### src/rtl/cp0_pkg.sv
// Shared constants and field helpers for the P7 coprocessor-0 block.
package cp0_pkg;

  localparam logic [4:0] REG_BADVADDR = 5'd8;
  localparam logic [4:0] REG_SR       = 5'd12;
  localparam logic [4:0] REG_CAUSE    = 5'd13;
  localparam logic [4:0] REG_EPC      = 5'd14;
  localparam logic [4:0] REG_PRID     = 5'd15;

  localparam logic [4:0] EXC_INT  = 5'd0;
  localparam logic [4:0] EXC_ADEL = 5'd4;
  localparam logic [4:0] EXC_ADES = 5'd5;
  localparam logic [4:0] EXC_RI   = 5'd10;
  localparam logic [4:0] EXC_OV   = 5'd12;

  localparam int SR_IE_BIT     = 0;
  localparam int SR_EXL_BIT    = 1;
  localparam int SR_IM_LO      = 10;
  localparam int SR_IM_HI      = 15;
  localparam int CAUSE_EXC_LO  = 2;
  localparam int CAUSE_EXC_HI  = 6;
  localparam int CAUSE_IP_LO   = 10;
  localparam int CAUSE_IP_HI   = 15;
  localparam int CAUSE_BD_BIT  = 31;

  localparam logic [31:0] EXC_VECTOR_DEF = 32'h0000_4180;
  localparam logic [31:0] PRID_DEF       = 32'h4255_4141;

  typedef struct packed {
    logic [5:0] im;
    logic       exl;
    logic       ie;
  } sr_t;

  function automatic logic [31:0] sr_pack(input sr_t s);
    logic [31:0] r;
    r = 32'h0000_0000;
    r[SR_IM_HI:SR_IM_LO] = s.im;
    r[SR_EXL_BIT]        = s.exl;
    r[SR_IE_BIT]         = s.ie;
    return r;
  endfunction

  function automatic logic [31:0] cause_pack(input logic bd, input logic [5:0] ip,
                                             input logic [4:0] exc);
    logic [31:0] r;
    r = 32'h0000_0000;
    r[CAUSE_BD_BIT]                 = bd;
    r[CAUSE_IP_HI:CAUSE_IP_LO]      = ip;
    r[CAUSE_EXC_HI:CAUSE_EXC_LO]    = exc;
    return r;
  endfunction

endpackage

### src/rtl/cp0_req_arb.sv
// Combinational interrupt/exception arbitration: interrupts win and record ExcCode 0.
module cp0_req_arb
  import cp0_pkg::*;
(
  input  logic [5:0] hwint_i,
  input  logic [5:0] im_i,
  input  logic       ie_i,
  input  logic       exl_i,
  input  logic [4:0] exc_code_i,
  output logic       int_req_o,
  output logic       exc_req_o,
  output logic       req_o,
  output logic [4:0] exc_code_o
);

  // Raw requests, both suppressed while a handler is active
  always_comb begin
    int_req_o  = (|(hwint_i & im_i)) & ie_i & ~exl_i;
    exc_req_o  = (exc_code_i != EXC_INT) & ~exl_i;
    req_o      = int_req_o | exc_req_o;
    if (int_req_o) begin
      exc_code_o = EXC_INT;
    end else begin
      exc_code_o = exc_code_i;
    end
  end

endmodule

### src/rtl/cp0_unit.sv
// Coprocessor-0 (SR, Cause, EPC, PRId) for the P7 pipeline.
// Optional BadVAddr register (index 8) enabled by defining CP0_BADVADDR_EN.
module cp0_unit
  import cp0_pkg::*;
#(
  parameter logic [31:0] PRID_VAL   = PRID_DEF,
  parameter logic [31:0] EXC_VECTOR = EXC_VECTOR_DEF
) (
  input  logic        clk,
  input  logic        reset,
  input  logic [4:0]  A1,
  input  logic [4:0]  A2,
  input  logic [31:0] Din,
  input  logic        WE,
  input  logic [31:0] PC,
  input  logic        BDIn,
  input  logic [4:0]  ExcCodeIn,
  input  logic [5:0]  HWInt,
  input  logic        EXLClr,
`ifdef CP0_BADVADDR_EN
  input  logic [31:0] BadAddrIn,
`endif
  output logic        IntReq,
  output logic [31:0] EPCOut,
  output logic [31:0] Dout,
  output logic [31:0] HandlerPC
);

  sr_t         sr_q, sr_d;
  logic        bd_q, bd_d;
  logic [5:0]  ip_q, ip_d;
  logic [4:0]  exccode_q, exccode_d;
  logic [31:0] epc_q, epc_d;
  logic        int_req_s, exc_req_s, req_s;
  logic [4:0]  exc_sel_s;

  cp0_req_arb u_arb (
    .hwint_i    (HWInt),
    .im_i       (sr_q.im),
    .ie_i       (sr_q.ie),
    .exl_i      (sr_q.exl),
    .exc_code_i (ExcCodeIn),
    .int_req_o  (int_req_s),
    .exc_req_o  (exc_req_s),
    .req_o      (req_s),
    .exc_code_o (exc_sel_s)
  );

`ifdef CP0_BADVADDR_EN
  logic [31:0] bva_q, bva_d;

  // BadVAddr captures the faulting address only for a taken AdEL/AdES
  always_comb begin
    bva_d = bva_q;
    if (req_s && exc_req_s && !int_req_s &&
        (ExcCodeIn == EXC_ADEL || ExcCodeIn == EXC_ADES)) begin
      bva_d = BadAddrIn;
    end else begin
      bva_d = bva_q;
    end
  end

  // BadVAddr register
  always_ff @(posedge clk) begin
    if (reset) begin
      bva_q <= 32'h0000_0000;
    end else begin
      bva_q <= bva_d;
    end
  end
`endif

  // Next-state: a taken request flushes the M-stage mtc0, so it wins over WE
  always_comb begin
    sr_d      = sr_q;
    bd_d      = bd_q;
    ip_d      = HWInt;
    exccode_d = exccode_q;
    epc_d     = epc_q;
    if (req_s) begin
      sr_d.exl  = 1'b1;
      exccode_d = exc_sel_s;
      bd_d      = BDIn;
      if (BDIn) begin
        epc_d = (PC & 32'hFFFF_FFFC) - 32'd4;
      end else begin
        epc_d = PC & 32'hFFFF_FFFC;
      end
    end else begin
      if (WE) begin
        case (A2)
          REG_SR: begin
            sr_d.im  = Din[SR_IM_HI:SR_IM_LO];
            sr_d.exl = Din[SR_EXL_BIT];
            sr_d.ie  = Din[SR_IE_BIT];
          end
          REG_EPC: epc_d = Din & 32'hFFFF_FFFC;
          default: epc_d = epc_q;
        endcase
      end else begin
        sr_d = sr_q;
      end
      if (EXLClr) begin
        sr_d.exl = 1'b0;
      end else begin
        sr_d.exl = sr_d.exl;
      end
    end
  end

  // SR/Cause/EPC state registers
  always_ff @(posedge clk) begin
    if (reset) begin
      sr_q      <= '0;
      bd_q      <= 1'b0;
      ip_q      <= 6'd0;
      exccode_q <= 5'd0;
      epc_q     <= 32'h0000_0000;
    end else begin
      sr_q      <= sr_d;
      bd_q      <= bd_d;
      ip_q      <= ip_d;
      exccode_q <= exccode_d;
      epc_q     <= epc_d;
    end
  end

  // mfc0 read port, no bypass from a same-cycle mtc0
  always_comb begin
    case (A1)
      REG_SR:       Dout = sr_pack(sr_q);
      REG_CAUSE:    Dout = cause_pack(bd_q, ip_q, exccode_q);
      REG_EPC:      Dout = epc_q;
      REG_PRID:     Dout = PRID_VAL;
`ifdef CP0_BADVADDR_EN
      REG_BADVADDR: Dout = bva_q;
`endif
      default:      Dout = 32'h0000_0000;
    endcase
  end

  assign IntReq    = req_s;
  assign EPCOut    = epc_q;
  assign HandlerPC = EXC_VECTOR;

endmodule
### config.mk
export PLATFORM = sky130hd
export DESIGN_NAME = cp0_unit
export DESIGN_NICKNAME = d
export VERILOG_FILES = /design/src/rtl/cp0_pkg.sv /design/src/rtl/cp0_req_arb.sv /design/src/rtl/cp0_unit.sv
export SDC_FILE = /design/constraint.sdc
export NUM_CORES = 1
export LEC_CHECK = 0
export CORE_MARGIN = 2
export CORE_UTILIZATION = 35
export DETAILED_ROUTE_END_ITERATION = 8
export PLACE_DENSITY = 0.77
export SETUP_SLACK_MARGIN = 0.2
export SKIP_CTS_REPAIR_TIMING = 1
export SYNTH_ARGS = -nofsm -noshare
export SYNTH_HDL_FRONTEND = slang
export SYNTH_SLANG_ARGS = --single-unit
### constraint.sdc
create_clock -name clk -period 1.8 [get_ports clk]
set_input_delay 0.18 -clock clk [delete_from_list [all_inputs] [get_ports clk]]
set_output_delay 0.18 -clock clk [all_outputs]
set_load 0.03 [all_outputs]
==> flow_metrics.env, run 1 <==
export IMPL_yosysWarnings=0
export IMPL_ys_top_cells_by_count="nor2_1 (65), dfxtp_1 (50), a211oi_1 (43)"
export IMPL_fin_area_sq_mm=0.006178
export IMPL_area_growth_syn_to_layout_pct=82.35
export IMPL_final_nets=726
export IMPL_crit_fanout=4
export IMPL_die_area_sq_mm=0.01048
export IMPL_seq_power_share_pct=37.7
export IMPL_die_w_um=102.4
export IMPL_post_route_period_util_pct=98.92
export IMPL_rsz0062_at_grt="true"
export IMPL_final_util_pct=66.24
export IMPL_grt_first_pass_wirelength_um=18160
export IMPL_first_global_vias=3670
export IMPL_cts_sinks=50
export IMPL_worst_pin_slew_ns=0.5493
export IMPL_placed_cell_area_sq_mm=0.005441
export IMPL_htree_levels=2
export IMPL_wl_met2_um=6578
export IMPL_wire_per_inst_um=16.74
export IMPL_cp_required_ns=2.03
export IMPL_ys_seq_elements=50
export IMPL_pwr_share_comb_pct=36.8
export IMPL_finalWirelength_um=12860
export IMPL_first_pass_iters=4
export IMPL_synth_top_cell_area_share_pct=29.54
export IMPL_pre_cts_ws_ns=-0.6034
export IMPL_clk_pin_slew_worst_paths_ns=0.10
export IMPL_top_layer_used="met4"
export IMPL_start_util_pct=36.32
export IMPL_rows=35
export IMPL_vdd_drop_max_mv=0.3395
export IMPL_slew_violations=0
export IMPL_netlist_instances=418
export IMPL_crit_type="primary input to flip-flop"
export IMPL_numCtsBuffers=5
export IMPL_max_slew_margin_pct=63.38
export IMPL_critPathArrivalTime_ns=2.01
export IMPL_ys_flop_type="dfxtp_1"
export IMPL_p_int_mw=2.188
export IMPL_hold_class="primary input to flip-flop"
export IMPL_viasPerCell=4.964
export IMPL_drc=0
export IMPL_synthArstFlopShare_pct=0
export IMPL_clockBufferDepth=2
export IMPL_synth_cell_types=45
export IMPL_power_frac_clock_pct=25.5
export IMPL_synth_area_leaders="dfxtp_1 (30%), a211oi_1 (9.5%), mux2i_1 (7.7%)"
export IMPL_final_setup_tns_ns=0
export IMPL_grt_usage_pct=22.48
export IMPL_ys_seq_area_share_pct=29.54
export IMPL_power_switching_mw=1.146
export IMPL_port_buffers=150
export IMPL_synth_top_cell_by_area="dfxtp_1"
export IMPL_clk_latency_ns=0.31
export IMPL_skew_ns=0.003723
export IMPL_wl_met3_um=812
export IMPL_place_gp_congestion=0.9018
export IMPL_synth_edf_count=0
export IMPL_netlist_area_sq_mm=0.003388
export IMPL_end_kind="flip-flop"
export IMPL_syn_area_per_cell_sq_um=8.106
export IMPL_cap_violations=0
export IMPL_fmax_mhz=561.6
export IMPL_grt_max_degree=34
export IMPL_vias=3812
export IMPL_hold_viol_final=0
export IMPL_startpoint_type="primary input"
export IMPL_switching_share_pct=34.37
export IMPL_root_buffer="clkbuf_8"
export IMPL_overflow=0
export IMPL_cts_tree="built"
export IMPL_synth_most_common_cell="nor2_1"
export IMPL_setup_slack_ns=0.01938
export IMPL_hpwl_um=9666
export IMPL_drive_above_1_share_pct=32.86
export IMPL_num_io_pins=187
export IMPL_p_per_area_mw_per_mm2=539.5
export IMPL_p_leak_nw=2.837
export IMPL_m1WireLength_um=5337
export IMPL_die_h_um=102.4
export IMPL_post_route_min_period_ns=1.781
export IMPL_detail_route_antenna_nets=0
export IMPL_core_sq_mm=0.009328
export IMPL_grt_antenna_before_repair=3
export IMPL_finalSetupViolations=0
export IMPL_outcome="complete, no violations"
export IMPL_drt_iter0_markers=152
[worst paths after layout]
check	from	end	slack, ns	cells past startpoint
min	HWInt[0]	ip_q[0]$_SDFF_PP0_	0.19	2
max	PC[25]	EPCOut[31]$_SDFFE_PP0P_	0.02	6
min reg2reg	bd_q$_SDFFE_PP0N_	bd_q$_SDFFE_PP0N_	0.47	2
max reg2reg	sr_q[3]$_SDFFE_PP0P_	EPCOut[25]$_SDFFE_PP0P_	0.03	8
[kinds of logic (layout without fill, tap and decap cells)]
family,after synthesis,in the layout,synth area share [%]
fa+ha+maj,1,1,0.3692
simple gates,167,167,27.25
mux,26,26,7.681
buf+inv,67,253,11.30
compound gates,79,79,16.91
other cells,2,37,0.2216
flops,50,50,29.54
xor+xnor,26,26,6.721
[cells in the final DEF, fill, tap and decap left out, drive strengths merged, types with 8 or more instances in the layout]
cell type and n:
nor4 12, nor2b 27, conb 34, mux2i 26
a21oi 13, and2 11, nand2 10, clkbuf 8
dfxtp 50, a22oi 10, a211oi 45, nor2 65
dlymetal6s2s 47, xnor2 22, clkdlybuf4s50 67, nor3 9
buf 121
[area by class of cell]
cell class / instances / area (sq um)
flip-flops and latches: 50 / 1005
clock buffers: 5 / 68.82
well taps: 129 / 161.4
diodes: 3 / 7.507
inverters: 6 / 25.02
clock inverters: 3 / 48.80
repair buffers: 239 / 2313
fillers: 789 / 3149
multi-input cells: 333 / 2549
[power groups by stage]
stage	Combinational (mW)	Clock [mW]	Sequential [mW]
after floorplan	0.517	0	1.39
after global placement	1.10	0	1.28
after detailed placement	1.11	0	1.28
after CTS	1.12	0.868	1.25
after global routing	1.30	0.912	1.26
final	1.23	0.850	1.26
[worst max-delay path, cell delays in order]
cell	delay [ns]
buf_6	0.09
or4_4	0.54
or4_4	0.60
nor4_1	0.23
a21oi_1	0.13
a221oi_2	0.23
[per-layer routing]
metal  GRT usage, %  vias to the layer above
li1               -                     1855
met1          28.41                     1802
met4          7.179                        0
met2          38.87                      145
met3          3.967                       10
met5              0                        -
[stage by stage]
stage | hold WS, ns | power, mW | cells
after floorplan | 0.3082 | 1.902 | 450
after global placement | 0.4484 | 2.374 | 746
after detailed placement | 0.4506 | 2.394 | 746
after CTS | 0.3546 | 3.242 | 754
after global routing | 0.1879 | 3.480 | 768
final | 0.1887 | 3.333 | 768
[state kept, by name (all words and copies together), names as in the netlist]
name,count
sr_q,8
EPCOut,30
ip_q,6
exccode_q,5
bd_q,1
No activity file was read; power rests on OpenSTA's default activity.
==> inputs of run 2 (changes only) <==
--- a/config.mk
+++ b/config.mk
@@ -5,10 +5,13 @@
 export SDC_FILE = /design/constraint.sdc
 export NUM_CORES = 1
 export LEC_CHECK = 0
+export CELL_PAD_IN_SITES_DETAIL_PLACEMENT = 1
+export CELL_PAD_IN_SITES_GLOBAL_PLACEMENT = 2
 export CORE_MARGIN = 2
-export CORE_UTILIZATION = 35
+export CORE_UTILIZATION = 19
+export CTS_BUF_LIST = sky130_fd_sc_hd__clkbuf_8
 export DETAILED_ROUTE_END_ITERATION = 8
-export PLACE_DENSITY = 0.77
+export PLACE_DENSITY_LB_ADDON = 0.1
 export SETUP_SLACK_MARGIN = 0.2
 export SKIP_CTS_REPAIR_TIMING = 1
 export SYNTH_ARGS = -nofsm -noshare
==> run 2 against run 1 <==
Net effect: clock power is 7.9% lower; cell area is 4.3% higher; the flow now finishes with violations (setup timing); via count hardly changed; flip-flop and latch count stayed put; largest cell class unchanged; fmax is 1.9% lower; power is 1.4% lower; first-iteration DRC count is 31% lower; sequential power hardly changed; cell count is 14% higher.
==> flow_metrics.env, run 2 (synthesis gave the netlist of run 1 again) <==
export IMPL_vdd_drop_max_mv=0.2849
export IMPL_port_buffers=150
export IMPL_switching_share_pct=34.44
export IMPL_end_kind="output pin"
export IMPL_grt_first_pass_wirelength_um=21580
export IMPL_final_setup_tns_ns=-0.01595
export IMPL_cap_violations=0
export IMPL_rsz0062_at_grt="true"
export IMPL_fin_area_sq_mm=0.006445
export IMPL_htree_levels=2
export IMPL_crit_type="primary input to output pin"
export IMPL_placed_cell_area_sq_mm=0.005697
export IMPL_cts_sinks=50
export IMPL_grt_antenna_before_repair=0
export IMPL_rows=48
export IMPL_die_w_um=137.5
export IMPL_mostFrequentLayoutCell="buf_4"
export IMPL_crit_fanout=4
export IMPL_post_route_period_util_pct=100.9
export IMPL_skew_ns=0.007477
export IMPL_detail_route_antenna_nets=0
export IMPL_drive_above_1_share_pct=34.62
export IMPL_startpoint_type="primary input"
export IMPL_viasPerCell=4.360
export IMPL_outcome="finished, violations left"
export IMPL_critPathArrivalTime_ns=1.64
export IMPL_failed_checks="setup timing"
export IMPL_num_io_pins=187
export IMPL_overflow=0
export IMPL_fmax_mhz=550.7
export IMPL_antenna_cells=0
export IMPL_p_leak_nw=3.012
export IMPL_p_total_mw=3.287
export IMPL_finalSetupViolations=1
export IMPL_root_buffer="clkbuf_8"
export IMPL_p_int_mw=2.155
export IMPL_clk_pin_slew_worst_paths_ns=0.09
export IMPL_slew_violations=0
export IMPL_power_frac_clock_pct=23.8
export IMPL_final_util_pct=37.13
export IMPL_largest_reg_flops=30
export IMPL_post_route_min_period_ns=1.816
export IMPL_final_cell_mix="buf_4 (115), nor2_1 (64), clkdlybuf4s50_1 (64), dlymetal6s2s_1 (50), dfxtp_1 (46)"
export IMPL_wire_per_inst_um=17.14
export IMPL_hold_viol_final=0
export IMPL_final_nets=740
export IMPL_drt_iter0_markers=105
export IMPL_place_gp_congestion=0.7696
export IMPL_start_util_pct=19.52
export IMPL_finalWirelength_um=15000
export IMPL_core_sq_mm=0.01736
export IMPL_die_h_um=137.5
export IMPL_clk_latency_ns=0.32
export IMPL_grt_usage_pct=14.97
export IMPL_cts_tree="built"
export IMPL_hold_class="primary input to flip-flop"
export IMPL_drc=0
export IMPL_seq_power_share_pct=38.3
export IMPL_setup_slack_ns=-0.01595
export IMPL_clockBufferDepth=2
export IMPL_numCtsBuffers=5
export IMPL_power_switching_mw=1.132
export IMPL_vias=3815
export IMPL_cp_required_ns=1.62
export IMPL_hpwl_um=11770
export IMPL_fillCellCount=2004
export IMPL_grt_max_degree=51
export IMPL_p_per_area_mw_per_mm2=510.1
export IMPL_first_global_vias=3842
export IMPL_die_area_sq_mm=0.01892
export IMPL_area_growth_syn_to_layout_pct=90.21
export IMPL_pwr_share_comb_pct=37.8
export IMPL_first_pass_iters=4
-- run 2: final timing paths --
check / startpoint / endpoint / slack, ns / cells after the start
worst max-delay path: HWInt[2] / IntReq / -0.02 / 6
worst min register to register: bd_q$_SDFFE_PP0N_ / bd_q$_SDFFE_PP0N_ / 0.48 / 2
worst min-delay path: ExcCodeIn[0] / exccode_q[0]$_SDFFE_PP0N_ / 0.24 / 4
worst max register to register: sr_q[3]$_SDFFE_PP0P_ / EPCOut[14]$_SDFFE_PP0P_ / 0.05 / 7
-- run 2: stage by stage --
stage | cells | worst slack [ns] | hold slack, ns
global route | 875 | -0.1040 | 0.2794
detailed placement | 855 | -0.5908 | 0.4732
finish | 875 | -0.01595 | 0.2437
global placement | 855 | -0.5777 | 0.4559
CTS | 863 | -0.5523 | 0.3223
floorplan | 450 | -0.06279 | 0.3082
-- run 2: area by class of cell --
| class | count | area, sq um | area share (%) |
|---|---|---|---|
| clock buffer | 8 | 110.1 | 1.708 |
| multi-input combinational | 333 | 2552 | 39.60 |
| timing repair buffer | 253 | 2470 | 38.32 |
| tap | 225 | 281.5 | 4.368 |
| sequential | 50 | 1006 | 15.61 |
| inverter | 6 | 25.02 | 0.3883 |
-- run 2: power by group through the flow --
| stage | combinational (mW) | sequential, mW | clock, mW |
|---|---|---|---|
| final | 1.24 | 1.26 | 0.783 |
| after floorplan | 0.517 | 1.39 | 0 |
| after global placement | 1.14 | 1.29 | 0 |
| after global routing | 1.33 | 1.27 | 0.857 |
| after CTS | 1.15 | 1.26 | 0.821 |
| after detailed placement | 1.15 | 1.29 | 0 |
-- run 2: critical path, stage by stage --
cell	delay, ns
clkdlybuf4s50_1	0.45
a22oi_2	0.28
a31oi_4	0.14
o31ai_4	0.32
inv_4	0.11
buf_6	0.15
-- run 2: layer usage --
layer,GRT usage (%),vias up,part of all wire [%]
met5,0,-,0
met4,3.093,0,0.79
met3,1.876,8,4.6
met2,26.51,99,50
met1,19.44,1836,44
li1,-,1872,-
==> inputs of run 3 (changes only) <==
--- a/config.mk
+++ b/config.mk
@@ -9,11 +9,12 @@
 export CELL_PAD_IN_SITES_GLOBAL_PLACEMENT = 2
 export CORE_MARGIN = 2
 export CORE_UTILIZATION = 19
-export CTS_BUF_LIST = sky130_fd_sc_hd__clkbuf_8
+export CTS_BUF_LIST = sky130_fd_sc_hd__clkbuf_4 sky130_fd_sc_hd__clkbuf_8
 export DETAILED_ROUTE_END_ITERATION = 8
 export PLACE_DENSITY_LB_ADDON = 0.1
 export SETUP_SLACK_MARGIN = 0.2
 export SKIP_CTS_REPAIR_TIMING = 1
 export SYNTH_ARGS = -nofsm -noshare
 export SYNTH_HDL_FRONTEND = slang
+export SYNTH_HIERARCHICAL = 1
 export SYNTH_SLANG_ARGS = --single-unit
==> run 3 against run 2 <==
Net effect: the flow finishes with violations (DRC, setup timing); cell count grew 3.3%; worst hold slack lost 0.067 ns; register-to-register slack lost 0.23 ns; via count grew 11%; power grew 6.4%; largest cell class unchanged; highest routed layer unchanged.
==> flow_metrics.env, run 3 <==
export IMPL_crit_type="flip-flop to flip-flop"
export IMPL_r2r_slack_ns=-0.18
export IMPL_p_leak_nw=3.127
export IMPL_first_pass_iters=8
export IMPL_failed_checks="DRC, setup timing"
export IMPL_place_gp_congestion=0.7963
export IMPL_start_util_pct=19.47
export IMPL_outcome="finished, violations left"
export IMPL_num_io_pins=187
export IMPL_clockBufferDepth=2
export IMPL_mostFrequentLayoutCell="buf_4"
export IMPL_critical_path_max_stage_delay_ns=0.38
export IMPL_synth_cell_types=51
export IMPL_ys_seq_elements=50
export IMPL_p_total_mw=3.497
export IMPL_netlist_area_sq_mm=0.003521
export IMPL_die_area_sq_mm=0.01964
export IMPL_drc=8
export IMPL_port_buffers=150
export IMPL_clk_latency_ns=0.33
export IMPL_syn_area_per_cell_sq_um=7.824
export IMPL_yosysWarnings=6
export IMPL_seq_power_share_pct=36.5
export IMPL_rsz0062_at_grt="true"
export IMPL_finalWirelength_um=17020
export IMPL_p_per_area_mw_per_mm2=542.1
export IMPL_cap_violations=0
export IMPL_netlist_instances=450
export IMPL_crit_buf_inv=2
export IMPL_core_sq_mm=0.01809
export IMPL_drive_above_1_share_pct=32.79
export IMPL_grt_max_degree=53
export IMPL_crit_fanout=12
export IMPL_final_setup_tns_ns=-2.940
export IMPL_viasPerCell=4.670
export IMPL_fin_area_sq_mm=0.006450
export IMPL_pwr_share_comb_pct=34.1
export IMPL_synth_top_cell_area_share_pct=28.43
export IMPL_detail_route_antenna_nets=0
export IMPL_final_nets=764
export IMPL_switching_share_pct=33.58
export IMPL_vias=4222
export IMPL_cts_sinks=50
export IMPL_cts_tree="built"
export IMPL_crit_top_cell="buf_4"
export IMPL_grt_first_pass_wirelength_um=25420
export IMPL_synth_area_leaders="dfxtp_1 (28%), a211oi_1 (8.1%), buf_4 (7.2%)"
export IMPL_hold_viol_final=0
export IMPL_drt_iter0_markers=179
export IMPL_ys_flop_type="dfxtp_1"
export IMPL_grt_antenna_before_repair=1
export IMPL_ys_top_cells_by_count="nor2_1 (58), dfxtp_1 (50), a211oi_1 (38)"
export IMPL_setup_slack_ns=-0.1845
export IMPL_fmax_mhz=503.9
export IMPL_slowest_stage="dfxtp_1"
export IMPL_synth_edf_count=0
export IMPL_slew_violations=0
export IMPL_skew_ns=0.01937
export IMPL_crit_family="simple AND/OR/NAND/NOR gates"
export IMPL_clk_pin_slew_worst_paths_ns=0.11
export IMPL_critPathArrivalTime_ns=2.22
export IMPL_pre_cts_ws_ns=-0.8881
export IMPL_ys_seq_area_share_pct=28.43
export IMPL_final_cell_mix="buf_4 (116), clkdlybuf4s50_1 (61), nor2_1 (54), dlymetal6s2s_1 (49), dfxtp_1 (46)"
export IMPL_synth_top_cell_by_area="dfxtp_1"
export IMPL_post_route_period_util_pct=110.3
export IMPL_cp_cell_sequence="a22oi_2 -> a311oi_4 -> or2_4 -> buf_4 -> buf_4 -> nand3_2 -> or3_1 -> and3_1"
export IMPL_power_frac_clock_pct=29.4
export IMPL_power_switching_mw=1.174
export IMPL_area_growth_syn_to_layout_pct=83.19
export IMPL_htree_levels=2
export IMPL_synth_most_common_cell="nor2_1"
export IMPL_die_w_um=140.1
export IMPL_die_h_um=140.1
export IMPL_placed_cell_area_sq_mm=0.005856
export IMPL_startpoint_type="flip-flop"
export IMPL_final_util_pct=35.66
export IMPL_first_global_vias=4346
export IMPL_numCtsBuffers=5
export IMPL_p_int_mw=2.322
export IMPL_grt_usage_pct=16.51
export IMPL_synthArstFlopShare_pct=0
export IMPL_root_buffer="clkbuf_8"
export IMPL_post_route_min_period_ns=1.985
export IMPL_largest_reg_flops=30
export IMPL_hold_class="primary input to flip-flop"
export IMPL_rows=49
export IMPL_finalSetupViolations=34
export IMPL_cp_required_ns=2.04
export IMPL_wire_per_inst_um=18.83
export IMPL_vdd_drop_max_mv=0.2814
export IMPL_end_kind="flip-flop"
export IMPL_hpwl_um=13160
export IMPL_overflow=0
[run 3: cell types whose count changed after synthesis, moves of 6 or more]
cell,before,now
o31ai_1,0,9
a311oi_1,3,11
nor2_1,65,58
o21ai_0,3,13
nor2b_1,27,15
and3_1,0,26
clkbuf_1,22,28
nand3_1,4,11
xnor2_1,22,5
nand2_1,9,17
mux2i_1,26,19
or4_1,3,11
[run 3: cells by family (layout without fill, tap and decap cells)]
| logic type | count (synthesis) | count (layout) | synth area share, % |
|---|---|---|---|
| other | 2 | 35 | 0.2133 |
| buffers and inverters | 74 | 265 | 11.76 |
| XOR/XNOR | 12 | 12 | 2.985 |
| AND/OR/NAND/NOR | 192 | 193 | 29.74 |
| AO/OA/AOI/OAI | 100 | 100 | 21.11 |
| flip-flops | 50 | 50 | 28.43 |
| multiplexers | 19 | 19 | 5.401 |
| adder cells (fa/ha/maj) | 1 | 1 | 0.3553 |
[run 3: final timing paths]
check / from / to / cells past startpoint
setup / recovery: sr_q[4]$_SDFFE_PP0P_ / EPCOut[24]$_SDFFE_PP0P_ / 8
hold reg to reg: bd_q$_SDFFE_PP0P_ / bd_q$_SDFFE_PP0P_ / 2
setup reg to reg: sr_q[4]$_SDFFE_PP0P_ / EPCOut[24]$_SDFFE_PP0P_ / 8
hold / removal: HWInt[0] / ip_q[0]$_SDFF_PP0_ / 2
[run 3: power groups by stage]
stage / Sequential (mW) / Combinational (mW) / Clock (mW)
3_3_place_gp: 1.30 / 1.14 / 0
3_5_place_dp: 1.30 / 1.15 / 0
6_report: 1.28 / 1.19 / 1.03
5_1_grt: 1.29 / 1.27 / 1.10
2_1_floorplan: 1.39 / 0.522 / 0
4_1_cts: 1.28 / 1.16 / 1.07
[run 3: routing by layer]
metal	routed length, um	vias to the layer above	track usage [%]
li1	-	2030	-
met1	7740	2074	21.60
met2	8376	102	28.29
met3	607	16	2.906
met4	296	0	4.040
met5	0	-	0
[run 3: layout make-up]
class	instances	area, sq um
antenna	1	2.502
clock buffer	6	82.58
clock inverter	2	60.06
fill	2078	11640
inverter	7	41.29
multi-input combinational	359	2562
sequential	50	1006
tap	229	286.5
timing repair buffer	250	2409
[run 3: stage by stage]
| step | instances | hold slack (ns) |
|---|---|---|
| 2_1_floorplan | 482 | 0.3082 |
| 3_3_place_gp | 882 | 0.4789 |
| 4_1_cts | 890 | 0.2872 |
| 3_5_place_dp | 882 | 0.4899 |
| 6_report | 904 | 0.1764 |
| 5_1_grt | 904 | 0.1716 |
